[src/rtl/starfield_pkg.sv]
// Shared pieces of the parallax starfield: default Galois taps, the LFSR step
// function and the frame-sequencing FSM states.
package starfield_pkg;

  localparam int LFSR_MAX_W = 32;

  localparam logic [18:0] DEFAULT_TAPS = 19'b1110010000000000000;

  typedef enum logic [1:0] {
    ST_RUN  = 2'd0,
    ST_ADV  = 2'd1,
    ST_LOAD = 2'd2
  } star_state_e;

  // Callers zero-extend narrower registers; the shift brings in a zero, so the
  // result stays within the caller's width as long as the taps do.
  function automatic logic [LFSR_MAX_W-1:0] lfsr_step(
    input logic [LFSR_MAX_W-1:0] x,
    input logic [LFSR_MAX_W-1:0] taps
  );
    return {1'b0, x[LFSR_MAX_W-1:1]} ^ (x[0] ? taps : '0);
  endfunction

endpackage

[src/rtl/lfsr_galois.sv]
// Galois LFSR register with load (priority) and step enables; the new value
// appears one clock after the request; it never stalls.
module lfsr_galois
  import starfield_pkg::*;
#(
  parameter int             W       = 19,
  parameter logic [W-1:0]   TAPS    = W'(DEFAULT_TAPS),
  parameter logic [W-1:0]   RST_VAL = '1
) (
  input  logic         clk,
  input  logic         reset_n,
  input  logic         step_i,
  input  logic         load_i,
  input  logic [W-1:0] load_val_i,
  output logic [W-1:0] q_o
);

  if (W < 3 || W > LFSR_MAX_W) begin : g_bad_width
    $error("lfsr_galois: W must be 3..%0d", LFSR_MAX_W);
  end

  logic [W-1:0]          lfsr_q;
  logic [W-1:0]          lfsr_d;
  logic [LFSR_MAX_W-1:0] next_full;
  logic                  unused_next_bits;

  assign next_full        = lfsr_step(LFSR_MAX_W'(lfsr_q), LFSR_MAX_W'(TAPS));
  assign unused_next_bits = ^next_full;

  always_comb begin
    lfsr_d = lfsr_q;
    if (load_i) begin
      lfsr_d = load_val_i;
    end else if (step_i) begin
      lfsr_d = next_full[W-1:0];
    end
  end

  always_ff @(posedge clk or negedge reset_n) begin
    if (!reset_n) begin
      lfsr_q <= RST_VAL;
    end else begin
      lfsr_q <= lfsr_d;
    end
  end

  assign q_o = lfsr_q;

endmodule

[src/rtl/parallax_starfield.sv]
// Multi-layer scrolling starfield: per-layer pixel/seed LFSRs, seeds advanced in
// vertical blank; outputs registered with 1 clock latency, no backpressure.
module parallax_starfield
  import starfield_pkg::*;
#(
  parameter int                  LFSR_W  = 19,
  parameter logic [LFSR_W-1:0]   TAPS    = LFSR_W'(DEFAULT_TAPS),
  parameter int                  LAYERS  = 3,
  parameter int                  FIELD_W = 640,
  parameter int                  FIELD_H = 480,
  parameter int                  DENSITY = 9,
  parameter logic [8*LAYERS-1:0] SPEEDS  = {8'd4, 8'd2, 8'd1}
) (
  input  logic       clk,
  input  logic       reset_n,
  input  logic [9:0] hpos,
  input  logic [9:0] vpos,
  input  logic       display_on,
  input  logic       scroll_en,
  output logic [2:0] rgb,
  output logic       star_hit,
  output logic [1:0] layer_id
);

  function automatic int max_speed();
    int m;
    m = 0;
    for (int i = 0; i < LAYERS; i++) begin
      if (32'(SPEEDS[8*i +: 8]) > m) m = 32'(SPEEDS[8*i +: 8]);
    end
    return m;
  endfunction

  localparam int         MAX_SPEED = max_speed();
  localparam logic [7:0] LAST_CNT  = (MAX_SPEED == 0) ? 8'd0 : 8'(MAX_SPEED - 1);

  if (LAYERS < 1 || LAYERS > 4) begin : g_bad_layers
    $error("parallax_starfield: LAYERS must be 1..4");
  end
  if (DENSITY < 1 || DENSITY > LFSR_W) begin : g_bad_density
    $error("parallax_starfield: DENSITY must be 1..LFSR_W");
  end
  // Vertical blank lasts at least one whole line, itself at least FIELD_W clocks.
  if (MAX_SPEED + 1 >= FIELD_W) begin : g_bad_blank
    $error("parallax_starfield: MAX_SPEED+1 must fit inside vertical blank");
  end

  star_state_e      state_q;
  logic [7:0]       cnt_q;
  logic             in_field;
  logic             frame_end;
  logic             pix_step;
  logic             pix_load;
  logic [LAYERS-1:0] hit;

  logic [LFSR_W-1:0] pix_q  [LAYERS];
  logic [LFSR_W-1:0] seed_q [LAYERS];

  logic [2:0] rgb_d,      rgb_q;
  logic       star_hit_d, star_hit_q;
  logic [1:0] layer_id_d, layer_id_q;

  assign in_field  = ({1'b0, hpos} < 11'(FIELD_W)) & ({1'b0, vpos} < 11'(FIELD_H));
  assign frame_end = (vpos == 10'(FIELD_H)) && (hpos == 10'd0);
  assign pix_step  = (state_q == ST_RUN) && in_field;
  assign pix_load  = (state_q == ST_LOAD);

  // scroll_en matters only on the frame-end decision; ADV runs to completion.
  always_ff @(posedge clk or negedge reset_n) begin
    if (!reset_n) begin
      state_q <= ST_RUN;
      cnt_q   <= '0;
    end else begin
      unique case (state_q)
        ST_RUN: begin
          if (frame_end) begin
            state_q <= (scroll_en && (MAX_SPEED != 0)) ? ST_ADV : ST_LOAD;
          end
        end
        ST_ADV: begin
          if (cnt_q == LAST_CNT) begin
            state_q <= ST_LOAD;
          end else begin
            cnt_q <= cnt_q + 8'd1;
          end
        end
        ST_LOAD: begin
          state_q <= ST_RUN;
          cnt_q   <= '0;
        end
        default: begin
          state_q <= ST_RUN;
          cnt_q   <= '0;
        end
      endcase
    end
  end

  for (genvar gi = 0; gi < LAYERS; gi++) begin : g_layer
    localparam logic [LFSR_W-1:0] SEED = {LFSR_W{1'b1}} ^ LFSR_W'(gi);

    logic seed_step;
    logic unused_pix_bits;

    assign seed_step = (state_q == ST_ADV) && (cnt_q < SPEEDS[8*gi +: 8]);

    lfsr_galois #(
      .W       (LFSR_W),
      .TAPS    (TAPS),
      .RST_VAL (SEED)
    ) u_seed (
      .clk        (clk),
      .reset_n    (reset_n),
      .step_i     (seed_step),
      .load_i     (1'b0),
      .load_val_i ('0),
      .q_o        (seed_q[gi])
    );

    lfsr_galois #(
      .W       (LFSR_W),
      .TAPS    (TAPS),
      .RST_VAL (SEED)
    ) u_pix (
      .clk        (clk),
      .reset_n    (reset_n),
      .step_i     (pix_step),
      .load_i     (pix_load),
      .load_val_i (seed_q[gi]),
      .q_o        (pix_q[gi])
    );

    assign hit[gi]         = in_field & display_on & (&pix_q[gi][LFSR_W-1 -: DENSITY]);
    assign unused_pix_bits = ^pix_q[gi];
  end

  // Walk from the farthest layer inward so the nearest hit wins.
  always_comb begin
    star_hit_d = |hit;
    layer_id_d = 2'd0;
    rgb_d      = 3'b000;
    for (int i = LAYERS - 1; i >= 0; i--) begin
      if (hit[i]) begin
        layer_id_d = 2'(i);
        rgb_d      = (i == 0) ? 3'b111 : pix_q[i][2:0];
      end
    end
  end

  always_ff @(posedge clk or negedge reset_n) begin
    if (!reset_n) begin
      rgb_q      <= 3'b000;
      star_hit_q <= 1'b0;
      layer_id_q <= 2'd0;
    end else begin
      rgb_q      <= rgb_d;
      star_hit_q <= star_hit_d;
      layer_id_q <= layer_id_d;
    end
  end

  assign rgb      = rgb_q;
  assign star_hit = star_hit_q;
  assign layer_id = layer_id_q;

endmodule
[config.mk]
export PLATFORM = sky130hd
export DESIGN_NAME = parallax_starfield
export DESIGN_NICKNAME = d
export VERILOG_FILES = /design/src/rtl/starfield_pkg.sv /design/src/rtl/lfsr_galois.sv /design/src/rtl/parallax_starfield.sv
export SDC_FILE = /design/constraint.sdc
export NUM_CORES = 1
export LEC_CHECK = 0
export CAP_MARGIN = 20
export CORE_MARGIN = 3
export CORE_UTILIZATION = 60
export CTS_CLUSTER_SIZE = 12
export DETAILED_ROUTE_END_ITERATION = 7
export MAX_ROUTING_LAYER = met4
export PLACE_DENSITY = 0.86
export SYNTH_ARGS = -nofsm -noshare
export SYNTH_HDL_FRONTEND = slang
export SYNTH_SLANG_ARGS = --single-unit
export TNS_END_PERCENT = 5
[constraint.sdc]
create_clock -name clk -period 2.6 [get_ports clk]
set_clock_uncertainty 0.2 [all_clocks]
set_input_delay 0.52 -clock clk [delete_from_list [all_inputs] [get_ports clk]]
set_output_delay 0.52 -clock clk [all_outputs]
set_load 0.02 [all_outputs]
Word level (Yosys, flattened, before mapping). Index checks and enable logic that the tools add are counted. Widths: inputs -> output; s select.

Add/subtract/negate cells: 1. Multipliers: 0. Div/mod/pow operators: 0. Order comparisons: 5. Equal/unequal tests: 7. Shift-type cells: 0. Multiplexer cells: 24. Bitwise operators: 12. Reduce and logical (&&, ||, !) cells: 14.

Operators with widths (count): $mux 19 (12); $xor 18x19->19 (6); $reduce_and 9->1 (3); $pmux 8 s2 (1); $mux 2 (6); $eq 10x9->1 const B (1); $logic_not 10->1 (1); $lt 10x10->1 const B (1); $lt 10x9->1 const B (1); $mux 3 (3); $add 8x1->8 const B (1); $eq 8x2->1 const B (1); $lt 8x1->1 const B (1); $lt 8x2->1 const B (1); $lt 8x3->1 const B (1); $mux 8 (1); $ne 2x2->1 const B (3); $and 1x1->1 (5); $logic_and 1x1->1 (5); $pmux 2 s2 (1); $reduce_and 2->1 (2); $reduce_or 3->1 (1); $eq 2x1->1 const B (1); $eq 2x2->1 const B (1); other kinds (3) (3).

Register bits after elaboration: 130. Bits in latches: 0. Bits in writable memories: 0. Memory bits (read-only): 0. Input bits: 24. Output and inout bits: 6. Word-level logic and storage cells: 74. Memories: 0.

Depth between registers and ports, before layout.
Depth after elaboration: 7. Mapped depth: 7. Gate-level depth less buffers: 5.

Hierarchy. From an unflattened synthesis, not the netlist that was laid out.

Cell total of the unflattened synthesis: 623. Area, all modules: 6595.1 µm².

By module, submodules not included: lfsr_galois (g_layer[1].u_pix ...) (instances 4, cells each 87, area each 944.7 µm²); lfsr_galois (g_layer[0].u_pix ...) (instances 2, cells each 87, area each 945.9 µm²); parallax_starfield (instances 1, cells each 101, area each 924.6 µm²).

Worst setup path after synthesis. No wires, ideal clock.

Path kind: in2reg. Start: in vpos[5]. End: reg rgb_q[1] (netlist: rgb[1]). Library setup time: 0.101 ns. Data arrival time: 2.086 ns. Data required time: 2.299 ns. Setup slack: 0.213 ns. Stages: 5. Cell sequence: and4_4 or4b_1 buf_2 or4_4 o32ai_1.

Longest elaborated chain between the ends: 7. Elaborated cells between the ends (all ways): 9. Those cells by class: 1 x order compare; 3 x mux; 5 x bitwise.

RTL lines: from (decl) (RTL line parallax_starfield.sv:17) `input logic [9:0] vpos,`; $lt 10x9->1 (*) (RTL line parallax_starfield.sv:63) `assign in_field = ({1'b0, hpos} < 11'(FIELD_W)) & ({1'b0, vpos} < 11'(FIELD_H));`; $and 1x1->1 (*) (RTL line parallax_starfield.sv:63); $and 1x1->1 (*) (RTL line parallax_starfield.sv:133) `assign hit[gi] = in_field & display_on & (&pix_q[gi][LFSR_W-1 -: DENSITY]);`; $and 1x1->1 (RTL line parallax_starfield.sv:133); $mux 3 (2 in series) (RTL line parallax_starfield.sv:143) `if (hit[i]) begin`; $mux 3 (*) (RTL line parallax_starfield.sv:143); via rgb_d[1] (RTL line parallax_starfield.sv:59) `logic [2:0] rgb_d, rgb_q;`; to (signal assigned) (RTL line parallax_starfield.sv:156) `rgb_q <= rgb_d;`; to (decl) (RTL line parallax_starfield.sv:59).

Mark *: on every way through the listed nets, which the timed path passes. The rest lies on a longest branch. A chain may end at the register's enable or synchronous reset.

Worst setup path after layout.
Start: in hpos[7]. End: reg rgb_q[2] (netlist: rgb[2]).

Longest elaborated chain between the ends: 7. Elaborated cells between the ends (all ways): 9. Those cells by class: 1 x order compare; 3 x mux; 5 x bitwise.

RTL lines: from (decl) (RTL line parallax_starfield.sv:16) `input logic [9:0] hpos,`; $lt 10x10->1 (*) (RTL line parallax_starfield.sv:63); $and 1x1->1 (*) (RTL line parallax_starfield.sv:63); $and 1x1->1 (*) (RTL line parallax_starfield.sv:133); $and 1x1->1 (RTL line parallax_starfield.sv:133); $mux 3 (2 in series) (RTL line parallax_starfield.sv:143); $mux 3 (*) (RTL line parallax_starfield.sv:143); via rgb_d[2] (RTL line parallax_starfield.sv:59).

Marked as above.

==> flow_results.org <==
** Floorplanning
- Initial core utilization :: 62.5%
- Standard-cell row count :: 35
- 30 I/O pins were placed.
- Floorplan Core Area :: 9330 sq um
- Height of the die :: about 100 microns
- Die area :: 10900 sq um
- From left edge to right edge, the die measures approximately 100 microns.

** Layout
- The area growth from synthesis to layout is 18.9%.
- After the last flow step, the layout net total stands at ~600.
- Area taken by flip-flops and latches :: 3390 sq um
- Leaving out fill and tap cells, the most frequent cell in the layout is sky130_fd_sc_hd__nand2_1.
- Cells fill around three quarters of the core in the end.
- Total inserted antenna cells :: 0
- In the layout the commonest cells are sky130_fd_sc_hd__nand2_1, sky130_fd_sc_hd__dfstp_2, sky130_fd_sc_hd__nor2_1, sky130_fd_sc_hd__mux2_2, sky130_fd_sc_hd__a31oi_1.
- Counting the fill cells in the layout gives 579.
- Count of placed standard cells in the final layout, fillers left out :: 713
- Of the cells placed in the final design, the portion with a size suffix greater than 1 is between 30% and 40%.
- Summing all multi-input logic gate instances after layout gives roughly 2300 sq um.

** CTS
- The later pin in the worst-skew pair is clocked with a latency of 0.52 ns.
- TritonCTS created 17 clock buffers.
- Number of clock sinks seen by CTS :: between 100 and 150
- The tree is rooted in a sky130_fd_sc_hd__clkbuf_8.
- The clock tree synthesis step divided the H-tree into 4 levels.
- The clock passes through at most 2 buffers.
- Clock tree from TritonCTS :: done
- Clock-pin slew was measured on the worst setup and hold paths at 0.06 ns.

** Synth
- Summed instance area of the synthesized netlist :: 5830 sq um
- The share of the Yosys chip area taken by registers is 58.2%.
- The synthesized design contains 0 enable-type register cells.
- By area the synthesized netlist is led by sky130_fd_sc_hd__dfstp_2, sky130_fd_sc_hd__mux2_2, sky130_fd_sc_hd__dfrtp_1.
- The top cell type by area accounts for 49.6% of the synthesized area.
- Most used flip-flop cell after synthesis :: sky130_fd_sc_hd__dfstp_2
- After synthesis, the largest family of logic cells by area is simple AND/OR/NAND/NOR gates.
- Summing the areas of all fa, ha and maj instances in the mapped netlist gives less than 1% of the synthesized area.
- Most area-hungry cell type in the Yosys netlist :: sky130_fd_sc_hd__dfstp_2
- Synthesis inferred 130 register bits.
- Of the total synthesized cell area, the portion taken by AND, OR, NAND and NOR gates is between 15 and 20%.
- After synthesis, the share of flip-flops with an asynchronous set or reset is 100%.
- Yosys mapped the design onto 38 distinct sky130hd cell types.
- Synthesized net count :: 566
- Synth Instances :: 540
- After synthesis, the mean cell area works out to 10.8 sq um.
- Fraction of the mapped netlist area in compound gates :: a little under a tenth
- After Yosys synthesis, XOR and XNOR cells account for 3.61% of the synthesized area.
- Mux share of post-synthesis cell area :: 10.0%
- Number of synthesis warnings :: 0

** Placement
- Buffers on Ports :: 29
- In this run, placement finished with an instance count of 680.
- At the end of routability-driven placement, the weighted congestion stood at around 0.75.
- Half-perimeter wire length of the detailed placement result :: 6.86 mm

** Route
- The detail route stage leaves a number of antenna-violating nets equal to 0.
- Number of DRC violations after detailed-routing iteration 0 :: between 200 and 300
- Detailed-route wire length per cell :: 16.3 microns
- Number of vias per cell after detailed routing :: between 5 and 6
- Routed WL :: 11.6 mm
- After detailed routing, no signal wire sits above met4.
- Met2 wirelength from detailed routing :: 5.97 mm
- The first detailed-routing pass ran for 6 iterations.
- Detailed route wirelength on metal3 :: 583 microns
- Met1 Routed Length :: 4.81 mm
- DRC violations left :: 0
- Via Count :: ~4100

** Pwr
- Total power density per cell area :: 839 nW/um^2
- IR analysis of the VDD net gives a maximum drop of between 0.5 and 0.6 mV.
- The analysis attributes to cell leakage a power of about 3.0 nW.

** Flow run
- Max_cap viols :: 0

** Critical path
- Endpoint type of the worst setup path :: flop
- Data required, critical path :: between 2 and 3 ns
- The worst setup path is of the input port to flop kind.
- Crit path DAT :: 2.53 ns
- Startpoint class of the critical path :: input port
- Along the worst path, the maximum fanout reaches 5.
- Startpoint of the lowest-slack register-to-register path :: cnt_q[2]$_DFFE_PN0P_
- Launch point of the worst path :: hpos[7]

** Global routing
- Global routing consumed, over all layers together, 23.6% of the routing resources.
- The number of antenna violations at the first check in global routing came to 0.
- The first global-routing pass estimated 20.1 mm of wire.
- Overflow left after global routing :: 0
- Largest net degree at the start of global routing :: ~130
- The number of global-route vias before repair was between 4000 and 5000.

** STA
- Setup repair after global routing left no endpoint under its margin.
- Of the available clock period, the critical path in the final layout requires 89.1%.
- Counting I/O delays and the setup requirement, the final critical path takes 2.32 ns.
- At the pin with the least slew margin, the transition time is 0.881 ns.
- Setup-violating endpoint count in the final report :: 0
- Static timing analysis puts the maximum clock frequency at approximately 430 MHz.
- Worst rel slew slack :: 40.8%
- The number of endpoints with negative hold slack in the final report came to 0.
- Number of max-slew violations in the final report :: 0

** Worst hold path
- The worst hold path begins at g_layer[2].u_seed.q_o[16]$_DFFE_PN1P_.
- In this run the worst hold path is classified as flop to flop.

** Status
- Run status :: complete, no violations
==> flip-flops by register name, indices dropped and copies added (netlist names) <==
signal and cells:
star_hit 1, cnt_q 8, g_layer.u_seed.q_o 57, rgb 3, g_layer.u_pix.q_o 57, layer_id 2, state_q 2
==> through the flow <==
| stage | total power [W] | cell area [sq um] | setup TNS, ns | setup WS, ns | hold WS [ns] |
|---|---|---|---|---|---|
| final | 0.00581 | 6930 | 0 | 0.282 | 0.285 |
| after global routing | 0.00609 | 6930 | 0 | 0.209 | 0.304 |
| after CTS | 0.00585 | 6930 | 0 | 0.284 | 0.291 |
| after detailed placement | 0.00347 | 6320 | -0.810 | -0.249 | 0.283 |
| after global placement | 0.00341 | 6320 | -0.444 | -0.138 | 0.273 |
| after floorplan | 0.00320 | 5830 | 0 | 0.213 | 0.0244 |
==> logic make-up (layout without fill, tap and decap cells) <==
family,Yosys count,after routing
flops,130,130
buf+inv,42,86
simple gates,212,212
fa+ha+maj,2,2
compound gates,78,78
xor+xnor,24,24
mux,52,52
==> path summary, 6_finish.rpt <==
check	end	slack (ns)	depth (start not counted)
min in group asynchronous	cnt_q[7]$_DFFE_PN0P_	0.44	3
max in group asynchronous	g_layer[1].u_pix.q_o[0]$_DFFE_PN0P_	1.29	3
setup reg to reg	g_layer[1].u_seed.q_o[0]$_DFFE_PN0P_	0.41	5
hold reg to reg	g_layer[2].u_seed.q_o[16]$_DFFE_PN1P_	0.29	2
hold / removal	g_layer[2].u_seed.q_o[16]$_DFFE_PN1P_	0.29	2
setup / recovery	rgb[2]$_DFF_PN0_	0.28	5
==> timing repair <==
item,4_1_cts,5_1_grt
endpoints found under the hold margin,20,0
resized for setup,0,0
setup buffers,0,0
hold buffers,1,0
==> where the power goes <==
part	internal, W	total [W]	leakage, nW	switching [W]
Clock	0.00148	0.00235	0.291	0.000869
Sequential	0.00250	0.00274	1.42	0.000234
Combinational	0.000360	0.000725	1.26	0.000365
==> cells in the mapped netlist (5+ instances only) <==
cell type	count
sky130_fd_sc_hd__mux2_2	51
sky130_fd_sc_hd__nand2_1	116
sky130_fd_sc_hd__a21oi_1	5
sky130_fd_sc_hd__xnor2_1	16
sky130_fd_sc_hd__clkbuf_1	21
sky130_fd_sc_hd__inv_1	6
sky130_fd_sc_hd__nor2_1	60
sky130_fd_sc_hd__xor2_1	8
sky130_fd_sc_hd__dfrtp_1	20
sky130_fd_sc_hd__nand3_1	8
sky130_fd_sc_hd__a31oi_1	49
sky130_fd_sc_hd__o221a_2	9
sky130_fd_sc_hd__dfstp_2	110
sky130_fd_sc_hd__nand4_1	6
sky130_fd_sc_hd__buf_1	11
sky130_fd_sc_hd__o21ai_0	7
==> final cells by class <==
class / count / area share [%]
Timing Repair Buffer: 48 / 6.79
Inverter: 6 / 0.325
Clock inverter: 14 / 2.35
Sequential cell: 130 / 49.0
Multi-Input combinational cell: 368 / 33.1
Tap cell: 129 / 2.33
Clock buffer: 18 / 6.18
==> metal layers <==
metal,GRT usage (%),vias up
met2,37.9,130
li1,-,1939
met5,-,-
met3,6.79,30
met4,9.12,0
met1,28.5,2030
==> critical path: stages <==
cell and delay, ns:
sky130_fd_sc_hd__clkdlybuf4s50_1 0.44, sky130_fd_sc_hd__o21a_1 0.20, sky130_fd_sc_hd__or4b_1 0.50, sky130_fd_sc_hd__or4_4 0.58, sky130_fd_sc_hd__o32ai_1 0.28
No activity file was read; power rests on OpenSTA's default activity.
